[config.mk]
export PLATFORM = sky130hd
export DESIGN_NAME = instr_loader
export DESIGN_NICKNAME = d
export VERILOG_FILES = /design/src/rtl/instr_loader_pkg.sv /design/src/rtl/loader_buf.sv /design/src/rtl/instr_loader.sv
export SDC_FILE = /design/constraint.sdc
export NUM_CORES = 1
export LEC_CHECK = 0
export CORE_MARGIN = 2
export CORE_UTILIZATION = 40
export DETAILED_ROUTE_END_ITERATION = 16
export PLACE_DENSITY_LB_ADDON = 0.25
export SETUP_SLACK_MARGIN = 0.2
export SYNTH_ARGS = -nofsm -noshare
export SYNTH_HDL_FRONTEND = slang
export SYNTH_SLANG_ARGS = --single-unit
[constraint.sdc]
create_clock -name clk -period 6.16 [get_ports clk]
set_clock_uncertainty 0.1 [all_clocks]
set_input_delay 1.232 -clock clk [delete_from_list [all_inputs] [get_ports clk]]
set_output_delay 1.232 -clock clk [all_outputs]
set_load 0.02 [all_outputs]
[src/rtl/instr_loader_pkg.sv]
// rtl/instr_loader_pkg.sv - shared state encodings and default sizing for instr_loader
package instr_loader_pkg;

    localparam int DEFAULT_DEPTH = 16;
    localparam int DEFAULT_FILL  = 4;
    localparam int DEFAULT_AW    = 4;

    typedef enum logic [2:0] {
        ST_IDLE,
        ST_LOAD,
        ST_CRST,
        ST_WAIT,
        ST_RUN,
        ST_DONE
    } state_t;

endpackage

[src/rtl/loader_buf.sv]
// rtl/loader_buf.sv - program/expected/check storage, one host write port, one read port per array
module loader_buf
    import instr_loader_pkg::*;
#(
    parameter int DEPTH = DEFAULT_DEPTH,
    parameter int AW    = DEFAULT_AW
) (
    input  logic          clk,
    input  logic          wr_en,
    input  logic          wr_sel,
    input  logic [AW-1:0] wr_addr,
    input  logic [31:0]   wr_data,
    input  logic          wr_chk,
    input  logic [AW-1:0] prog_addr,
    output logic [31:0]   prog_data,
    input  logic [AW-1:0] exp_addr,
    output logic [31:0]   exp_data,
    output logic          exp_chk
);

    // No reset on purpose: contents must survive a loader reset.
    logic [31:0] prog_mem [DEPTH];
    logic [31:0] exp_mem  [DEPTH];
    logic        chk_mem  [DEPTH];

    always_ff @(posedge clk) begin
        if (wr_en) begin
            if (!wr_sel) begin
                prog_mem[wr_addr] <= wr_data;
            end else begin
                exp_mem[wr_addr] <= wr_data;
                chk_mem[wr_addr] <= wr_chk;
            end
        end
    end

    assign prog_data = prog_mem[prog_addr];
    assign exp_data  = exp_mem[exp_addr];
    assign exp_chk   = chk_mem[exp_addr];

endmodule

[src/rtl/instr_loader.sv]
// rtl/instr_loader.sv - loads a program into a CPU, resets it, then checks its result stream
module instr_loader
    import instr_loader_pkg::*;
#(
    parameter int DEPTH = DEFAULT_DEPTH,
    parameter int FILL  = DEFAULT_FILL,
    parameter int AW    = DEFAULT_AW
) (
    input  logic          clk,
    input  logic          Reset,
    input  logic          wr_en,
    input  logic          wr_sel,
    input  logic [AW-1:0] wr_addr,
    input  logic [31:0]   wr_data,
    input  logic          wr_chk,
    input  logic          start,
    input  logic [AW:0]   len,
    input  logic [31:0]   cpu_out,
    output logic          cpu_load,
    output logic [31:0]   cpu_instr,
    output logic          cpu_reset,
    output logic          busy,
    output logic          done,
    output logic          pass,
    output logic          fail,
    output logic [AW-1:0] fail_idx
);

    localparam int CW = (FILL > 1) ? $clog2(FILL) : 1;

    state_t        state, state_nx;
    logic [AW:0]   idx, idx_nx;
    logic [AW:0]   len_q, len_nx;
    logic [CW-1:0] cnt, cnt_nx;

    logic          cpu_load_nx, cpu_reset_nx, busy_nx, done_nx, pass_nx, fail_nx;
    logic [31:0]   cpu_instr_nx;
    logic [AW-1:0] fail_idx_nx;

    logic          idle_like;
    logic [AW:0]   len_sat;
    logic [AW-1:0] prog_addr;
    logic [31:0]   prog_word, exp_word;
    logic          exp_chk;

    assign idle_like = (state == ST_IDLE) || (state == ST_DONE);
    assign len_sat   = (len > (AW+1)'(DEPTH)) ? (AW+1)'(DEPTH) : len;
    // Index 0 must already be presented on the start cycle.
    assign prog_addr = idle_like ? '0 : idx[AW-1:0];

    loader_buf #(.DEPTH(DEPTH), .AW(AW)) u_buf (
        .clk       (clk),
        .wr_en     (wr_en && idle_like),
        .wr_sel    (wr_sel),
        .wr_addr   (wr_addr),
        .wr_data   (wr_data),
        .wr_chk    (wr_chk),
        .prog_addr (prog_addr),
        .prog_data (prog_word),
        .exp_addr  (idx[AW-1:0]),
        .exp_data  (exp_word),
        .exp_chk   (exp_chk)
    );

    always_comb begin
        state_nx     = state;
        idx_nx       = idx;
        len_nx       = len_q;
        cnt_nx       = cnt;
        cpu_load_nx  = 1'b0;
        cpu_instr_nx = 32'h0;
        cpu_reset_nx = cpu_reset;
        done_nx      = done;
        pass_nx      = pass;
        fail_nx      = fail;
        fail_idx_nx  = fail_idx;

        case (state)
            ST_IDLE, ST_DONE: begin
                if (start) begin
                    len_nx      = len_sat;
                    done_nx     = 1'b0;
                    pass_nx     = 1'b0;
                    fail_nx     = 1'b0;
                    fail_idx_nx = '0;
                    idx_nx      = '0;
                    if (len_sat == '0) begin
                        state_nx = ST_DONE;
                        done_nx  = 1'b1;
                        pass_nx  = 1'b1;
                    end else begin
                        state_nx     = ST_LOAD;
                        cpu_load_nx  = 1'b1;
                        cpu_reset_nx = 1'b0;
                        cpu_instr_nx = prog_word;
                        idx_nx       = (AW+1)'(1);
                    end
                end
            end
            ST_LOAD: begin
                if (idx < len_q) begin
                    cpu_load_nx  = 1'b1;
                    cpu_reset_nx = 1'b0;
                    cpu_instr_nx = prog_word;
                    idx_nx       = idx + (AW+1)'(1);
                end else begin
                    state_nx     = ST_CRST;
                    cpu_reset_nx = 1'b1;
                end
            end
            ST_CRST: begin
                state_nx     = ST_WAIT;
                cpu_reset_nx = 1'b0;
                cnt_nx       = '0;
            end
            ST_WAIT: begin
                if (cnt == CW'(FILL - 1)) begin
                    state_nx = ST_RUN;
                    idx_nx   = '0;
                end else begin
                    cnt_nx = cnt + CW'(1);
                end
            end
            ST_RUN: begin
                if (exp_chk && (cpu_out != exp_word)) begin
                    state_nx    = ST_DONE;
                    done_nx     = 1'b1;
                    fail_nx     = 1'b1;
                    fail_idx_nx = idx[AW-1:0];
                end else if (idx + (AW+1)'(1) == len_q) begin
                    state_nx = ST_DONE;
                    done_nx  = 1'b1;
                    pass_nx  = 1'b1;
                end else begin
                    idx_nx = idx + (AW+1)'(1);
                end
            end
            default: begin
                state_nx     = ST_IDLE;
                cpu_reset_nx = 1'b1;
            end
        endcase

        busy_nx = !((state_nx == ST_IDLE) || (state_nx == ST_DONE));
    end

    always_ff @(posedge clk or posedge Reset) begin
        if (Reset) begin
            state     <= ST_IDLE;
            idx       <= '0;
            len_q     <= '0;
            cnt       <= '0;
            cpu_load  <= 1'b0;
            cpu_instr <= 32'h0;
            cpu_reset <= 1'b1;
            busy      <= 1'b0;
            done      <= 1'b0;
            pass      <= 1'b0;
            fail      <= 1'b0;
            fail_idx  <= '0;
        end else begin
            state     <= state_nx;
            idx       <= idx_nx;
            len_q     <= len_nx;
            cnt       <= cnt_nx;
            cpu_load  <= cpu_load_nx;
            cpu_instr <= cpu_instr_nx;
            cpu_reset <= cpu_reset_nx;
            busy      <= busy_nx;
            done      <= done_nx;
            pass      <= pass_nx;
            fail      <= fail_nx;
            fail_idx  <= fail_idx_nx;
        end
    end

endmodule

; Yosys cells after proc, flatten, opt, wreduce, memory -nomap -nowiden
; Memory sizes are Yosys's and may differ from the RTL's.
; Cells that the tools add are included.
[op_classes]
n_eq_ne = 19
n_addsub = 2
n_mux = 49
order_cmp = 2
bitwise = 1
n_reduce_logical = 20
[ops]
columns = operator, count
row1 = $mux 32, 3
row2 = $pmux 32 s2, 1
row3 = $ne 32x32->1, 1
row4 = $mux 5, 6
row5 = $mux 1, 20
row6 = $pmux 5 s4, 1
row7 = $mux 3, 6
row8 = $ne 2x2->1 const B, 9
row9 = $pmux 3 s5, 1
row10 = $mux 4, 3
row11 = $eq 3x3->1 const B, 3
row12 = $reduce_and 3->1, 3
row13 = $pmux 1 s2, 4
row14 = $pmux 4 s2, 1
row15 = $eq 3x2->1 const B, 2
row16 = $logic_not 3->1, 2
row17 = $reduce_and 6->1, 1
row18 = $add 5x1->5 const B, 1
row19 = $eq 5x5->1, 1
row20 = $gt 5x5->1 const B, 1
row21 = $logic_not 5->1, 1
row22 = $lt 5x5->1, 1
row23 = $pmux 1 s4, 1
row24 = $pmux 2 s2, 1
row25 = 14 further kinds, 19
[word_totals]
elab_cells = 108
mem_bits_rw = 1040
register_bits = 57
output_inout_bits = 42
in_bits = 79
mem_count = 3
[memory_table]
columns = name, words, word_bits, rd, rd_ports_with_merged_regs, write_ports, line
row1 = u_buf.exp_mem, 16, 32, 1, 0, 1, loader_buf.sv:23  ; logic [31:0] exp_mem [DEPTH];
row2 = u_buf.prog_mem, 16, 32, 1, 0, 1, loader_buf.sv:22  ; logic [31:0] prog_mem [DEPTH];
row3 = u_buf.chk_mem, 16, 1, 1, 0, 1, loader_buf.sv:24  ; logic chk_mem [DEPTH];

; Depth between registers and ports, before layout
[logic_depth]
word_depth = 9
ltp_mapped = 16
ltp_nobuf = 12

; Modules after synthesis
; A second synthesis with hierarchy kept.
[hier_totals]
cells_unflattened = 1921
area_unflattened_um2 = 42092.9
[by_module_without_submodules]
columns = mod, cells_each, area_per_inst_um2, instances, seq_area_each_um2
row1 = loader_buf, 1642, 39142.5, 1, 31230.0
row2 = instr_loader, 279, 2950.3, 1, 1427.6

; Worst setup path before layout
; OpenSTA, ideal clock, no wires.
[synth_path]
kind = flip-flop to flip-flop
start = reg state[2]
end = mem u_buf.chk_mem[3], enable pin
stages_incl_launch_ff = 9
path_slack_ns = 1.620
arrival_ns = 3.976
required_ns = 5.596
period_less_slack_ns = 4.540
cell_sequence = dfrtp_1 > clkbuf_1 > xor2_1 > nor2_1 > clkbuf_1 > clkbuf_1 > and3_1 > nand3_1 > nor3_1
[synth_via]
elab_chain_cells = 5
[synth_lines]
columns = item, line
row1 = start: declaration, instr_loader.sv:31  ; state_t state, state_nx;
row2 = start signal: assignment, instr_loader.sv:162  ; state <= state_nx;
row3 = $eq 3x3->1 or $logic_not 3->1 (tied branches), instr_loader.sv:46  ; assign idle_like = (state == ST_IDLE) || (state == ST_DONE);
row4 = $logic_or 1x1->1 *, instr_loader.sv:46
row5 = $logic_and 1x1->1 *, instr_loader.sv:53  ; .wr_en (wr_en && idle_like),
row6 = $mux 1 *, loader_buf.sv:27  ; if (wr_en) begin
row7 = $mux 1 (not written as such) *, loader_buf.sv:32  ; chk_mem[wr_addr] <= wr_chk;
row8 = end: declaration, loader_buf.sv:24
; Mark *: on every way between the ends. The rest lies on a longest branch, timed or not.

; Final worst setup path
[layout_path]
start = reg idx[1]
end = reg idx[0]
[layout_via]
elab_chain_cells = 5
[layout_lines]
columns = item, line
row1 = start: declaration, instr_loader.sv:32  ; logic [AW:0] idx, idx_nx;
row2 = start signal: assignment, instr_loader.sv:163  ; idx <= idx_nx;
row3 = $mem_v2 16x32, -
row4 = $ne 32x32->1, instr_loader.sv:125  ; if (exp_chk && (cpu_out != exp_word)) begin
row5 = $logic_and 1x1->1, instr_loader.sv:125
row6 = $ne 2x2->1 (no source line), -
row7 = $reduce_and 6->1 (no source line) *, -
; Marks and branches as above.
; A chain may end at the register's enable or synchronous reset.

==> impl_metrics.env <==
export IMPL_cp_top_family="simple AND/OR/NAND/NOR gates"
export IMPL_cp_endpoint="idx[0]"
export IMPL_whs_ns=0.3879
export IMPL_drt_antenna_violating_nets=0
export IMPL_cts_resized=0
export IMPL_avgSynthCellArea_um2=18.17
export IMPL_die_h_um=333.7
export IMPL_crit_path_start_kind="flop"
export IMPL_stdcell_count=4054
export IMPL_setup_viol=0
export IMPL_status="complete, no violations"
export IMPL_die_w_um=333.7
export IMPL_nets=2639
export IMPL_hpwl_um=65370
export IMPL_post_route_min_period_ns=4.910
export IMPL_synth_edf_count=1040
export IMPL_globalplace_congestion=0.7737
export IMPL_drc=0
export IMPL_rows=120
export IMPL_critical_path_required_ns=6.60
export IMPL_synth_cell_type_count=59
export IMPL_switchingPower_mw=6.526
export IMPL_fin_crit_sh=0.7971
export IMPL_comb_power_share=0.275
export IMPL_critPathLaunch="idx[1]"
export IMPL_switching_share=0.3111
export IMPL_num_vias=23200
export IMPL_hold_viol_final=0
export IMPL_drv_slew=0
export IMPL_die_area_mm2=0.1113
export IMPL_rsz0062_at_grt="no"
export IMPL_htreeDepth=3
export IMPL_design_area_mm2=0.05024
export IMPL_drtIter0Drc=2336
export IMPL_cts_max_path_buffers=3
export IMPL_max_freq_ghz=0.2037
export IMPL_numCtsBuffers=111
export IMPL_gr_total_overflow=0
export IMPL_placed_area_mm2=0.04669
export IMPL_grt_first_pass_wirelength_um=163900
export IMPL_ff2ff_path_depth=12
export IMPL_cp_data_arrival_time_ns=5.35
export IMPL_clk_pin_slew_worst_paths_ns=0.06
export IMPL_track_usage=0.2037
export IMPL_p_clk_frac=0.312
export IMPL_crit_cells=12
export IMPL_port_buffers=120
export IMPL_antenna_found_initial=12
export IMPL_synthToLayoutAreaGrowth_pct=15.55
export IMPL_end_kind="flop"
export IMPL_synthCells=2393
export IMPL_drtPass1Iterations=7
export IMPL_dp_cells=3843
export IMPL_synthArstFlopShare=0.05196
export IMPL_critical_path_class="reg2reg"
export IMPL_seq_power_share=0.413
export IMPL_path_cells="clkinv_2 -> buf_4 -> buf_4 -> nand2_1 -> and3_1 -> a31oi_1 -> xnor2_1 -> nand4_1 -> nor4_2 -> nor4_2 -> nor2_1 -> mux2i_1"
export IMPL_ir_drop_mv=0.2884
export IMPL_p_int_mw=14.45
export IMPL_wire_per_inst_um=28.18
export IMPL_grt_max_degree=158
export IMPL_synth_net_count=2479
export IMPL_reg2reg_from="idx[1]"
export IMPL_drt_wl_total_um=114200
export IMPL_clock_latency_ns=0.70
export IMPL_cts_hold_buffers=0
export IMPL_core_area_mm2=0.1075
export IMPL_drive_gt1_frac=0.1627
export IMPL_leakagePower_nw=15.98
export IMPL_viasPerCell=5.723
export IMPL_r2r_end="idx[0]"
export IMPL_tritoncts="built"
export IMPL_synth_yosys_seq_area_share=0.7512
export IMPL_crit_buf_inv=3
export IMPL_syn_area_mm2=0.04348
export IMPL_cts_setup_buffers=0
export IMPL_cts_sink_count=1097
export IMPL_tns_ns=0
export IMPL_relSlewSlack=0.07459
export IMPL_root_buffer="clkbuf_16"
export IMPL_hold_class="reg2reg"
export IMPL_powerDensity_mw_per_mm2=417.5
export IMPL_synth_seq_cells=1097
export IMPL_io_pins=121
export IMPL_yosysTopAreaCellShare=0.7183
export IMPL_synth_top_area_cell="edfxtp_1"
export IMPL_r2r_setup_slack_ns=1.25
export IMPL_worst_pin_slew_ns=1.384
export IMPL_synth_ff_type="edfxtp_1"
export IMPL_crit_path_max_fanout=32
export IMPL_worst_path_max_delay_cell="nor4_2"
export IMPL_cpPeakStageDelay_ns=1.07
export IMPL_drv_cap=0
export IMPL_initial_core_util=0.4044
export IMPL_netlist_top_cells_area="edfxtp_1 72%, mux4_2 6.8%, mux2i_1 4.9%"
export IMPL_grt_pass1_vias=23510
export IMPL_yosysWarnings=0
==> how the worst min path moves through the flow <==
stage,from,depth (start not counted),slack [ns],to
after global placement,cnt[0],1,0.37,cnt[0]
after CTS,fail,1,0.39,fail
final,fail,1,0.39,fail
after detailed placement,fail,1,0.38,fail
after floorplan,cnt[0],1,0.35,cnt[0]
after global routing,cnt[0],1,0.42,cnt[0]
==> kinds of logic (layout without fill, tap and decap cells) <==
group | count (synthesis) | in the layout | share of synthesized area
compound gates | 349 | 349 | 0.05692
xor+xnor | 85 | 85 | 0.01712
fa+ha+maj | 7 | 7 | 0.002014
buf+inv | 163 | 419 | 0.01686
flops | 1097 | 1097 | 0.7512
mux | 352 | 352 | 0.1189
other cells | 0 | 2 | 0
simple gates | 340 | 340 | 0.03701
==> power by group through the flow <==
stage | registers, mW | clock network [mW] | logic (mW)
global placement | 8.81 | 0 | 5.75
floorplan | 8.69 | 0 | 4.03
CTS | 8.67 | 6.65 | 5.83
finish | 8.66 | 6.55 | 5.77
detailed placement | 8.83 | 0 | 5.81
global route | 8.69 | 6.94 | 6.23
==> cells in the final DEF, fill, tap and decap left out, types with 6 or more instances in the layout <==
| cell type | n |
|---|---|
| a2111oi_0 | 31 |
| a211oi_1 | 95 |
| a21oi_1 | 66 |
| a221oi_1 | 38 |
| a22o_1 | 10 |
| a22oi_1 | 11 |
| a311oi_1 | 16 |
| buf_12 | 7 |
| buf_4 | 71 |
| bufinv_16 | 6 |
| clkbuf_1 | 35 |
| clkbuf_16 | 111 |
| clkbuf_8 | 10 |
| clkdlybuf4s50_1 | 117 |
| clkinv_1 | 16 |
| clkinv_2 | 22 |
| dfrtp_1 | 52 |
| edfxtp_1 | 1040 |
| ha_1 | 7 |
| inv_1 | 7 |
| mux2_2 | 6 |
| mux2i_1 | 215 |
| mux4_2 | 131 |
| nand2_1 | 72 |
| nand2b_1 | 16 |
| nand3_1 | 14 |
| nor2_1 | 88 |
| nor2_4 | 26 |
| nor2b_1 | 48 |
| nor3_1 | 34 |
| nor3_2 | 8 |
| o21ai_0 | 40 |
| o21ai_1 | 6 |
| o22ai_1 | 7 |
| xnor2_1 | 62 |
| xor2_1 | 23 |
==> cells in the mapped netlist (all sizes together), types with 10 or more instances <==
| master | count |
|---|---|
| edfxtp | 1040 |
| mux2i | 215 |
| mux4 | 131 |
| nor2 | 114 |
| a211oi | 95 |
| clkbuf | 88 |
| nand2 | 75 |
| a21oi | 66 |
| buf | 63 |
| xnor2 | 62 |
| dfrtp | 56 |
| nor2b | 49 |
| o21ai | 46 |
| nor3 | 42 |
| a221oi | 38 |
| a2111oi | 32 |
| xor2 | 23 |
| a311oi | 16 |
| nand2b | 16 |
| nand3 | 14 |
| inv | 12 |
| a22oi | 11 |
| a22o | 10 |
==> cell type report <==
| type | count | area, um^2 |
|---|---|---|
| multi-input combinational | 1133 | 10350 |
| timing repair buffer | 198 | 1859 |
| sequential | 1097 | 32670 |
| clock inverter | 53 | 506.7 |
| clock buffer | 156 | 3047 |
| inverter | 12 | 46.29 |
| antenna | 2 | 5.005 |
| fill | 8994 | 57260 |
| tap | 1403 | 1755 |
==> metrics by stage <==
stage,setup slack [ns],power [mW],utilization
6_report,1.250,20.98,0.4673
5_1_grt,0.9000,21.86,0.4673
4_1_cts,1.212,21.15,0.4674
3_5_place_dp,1.104,14.64,0.4344
3_3_place_gp,1.063,14.57,0.4344
2_1_floorplan,1.620,12.72,-
==> registers in the layout (all words and copies together) (netlist names), 2 cells and up <==
register	cells
fail_idx	4
cpu_instr	32
u_buf.prog_mem	512
cnt	2
idx	5
u_buf.chk_mem	16
state	3
u_buf.exp_mem	512
len_q	5
==> metal layers <==
metal,track usage,wire [um],vias up
li1,-,-,9960
met2,0.3289,54670,906
met3,0.03634,7937,177
met1,0.2834,48400,12150
met5,0,22,-
met4,0.06038,3192,4
==> worst register-to-register path, cell delays in order, from the launching register on <==
cell,delay [ns]
dfrtp_4,0.70
clkinv_2,0.48
buf_4,0.49
buf_4,0.58
nand2_1,0.11
and3_1,0.20
a31oi_1,0.29
xnor2_1,0.11
nand4_1,0.12
nor4_2,0.09
nor4_2,1.07
nor2_1,0.24
mux2i_1,0.18
Note: power is estimated with default switching activity, not from simulation.
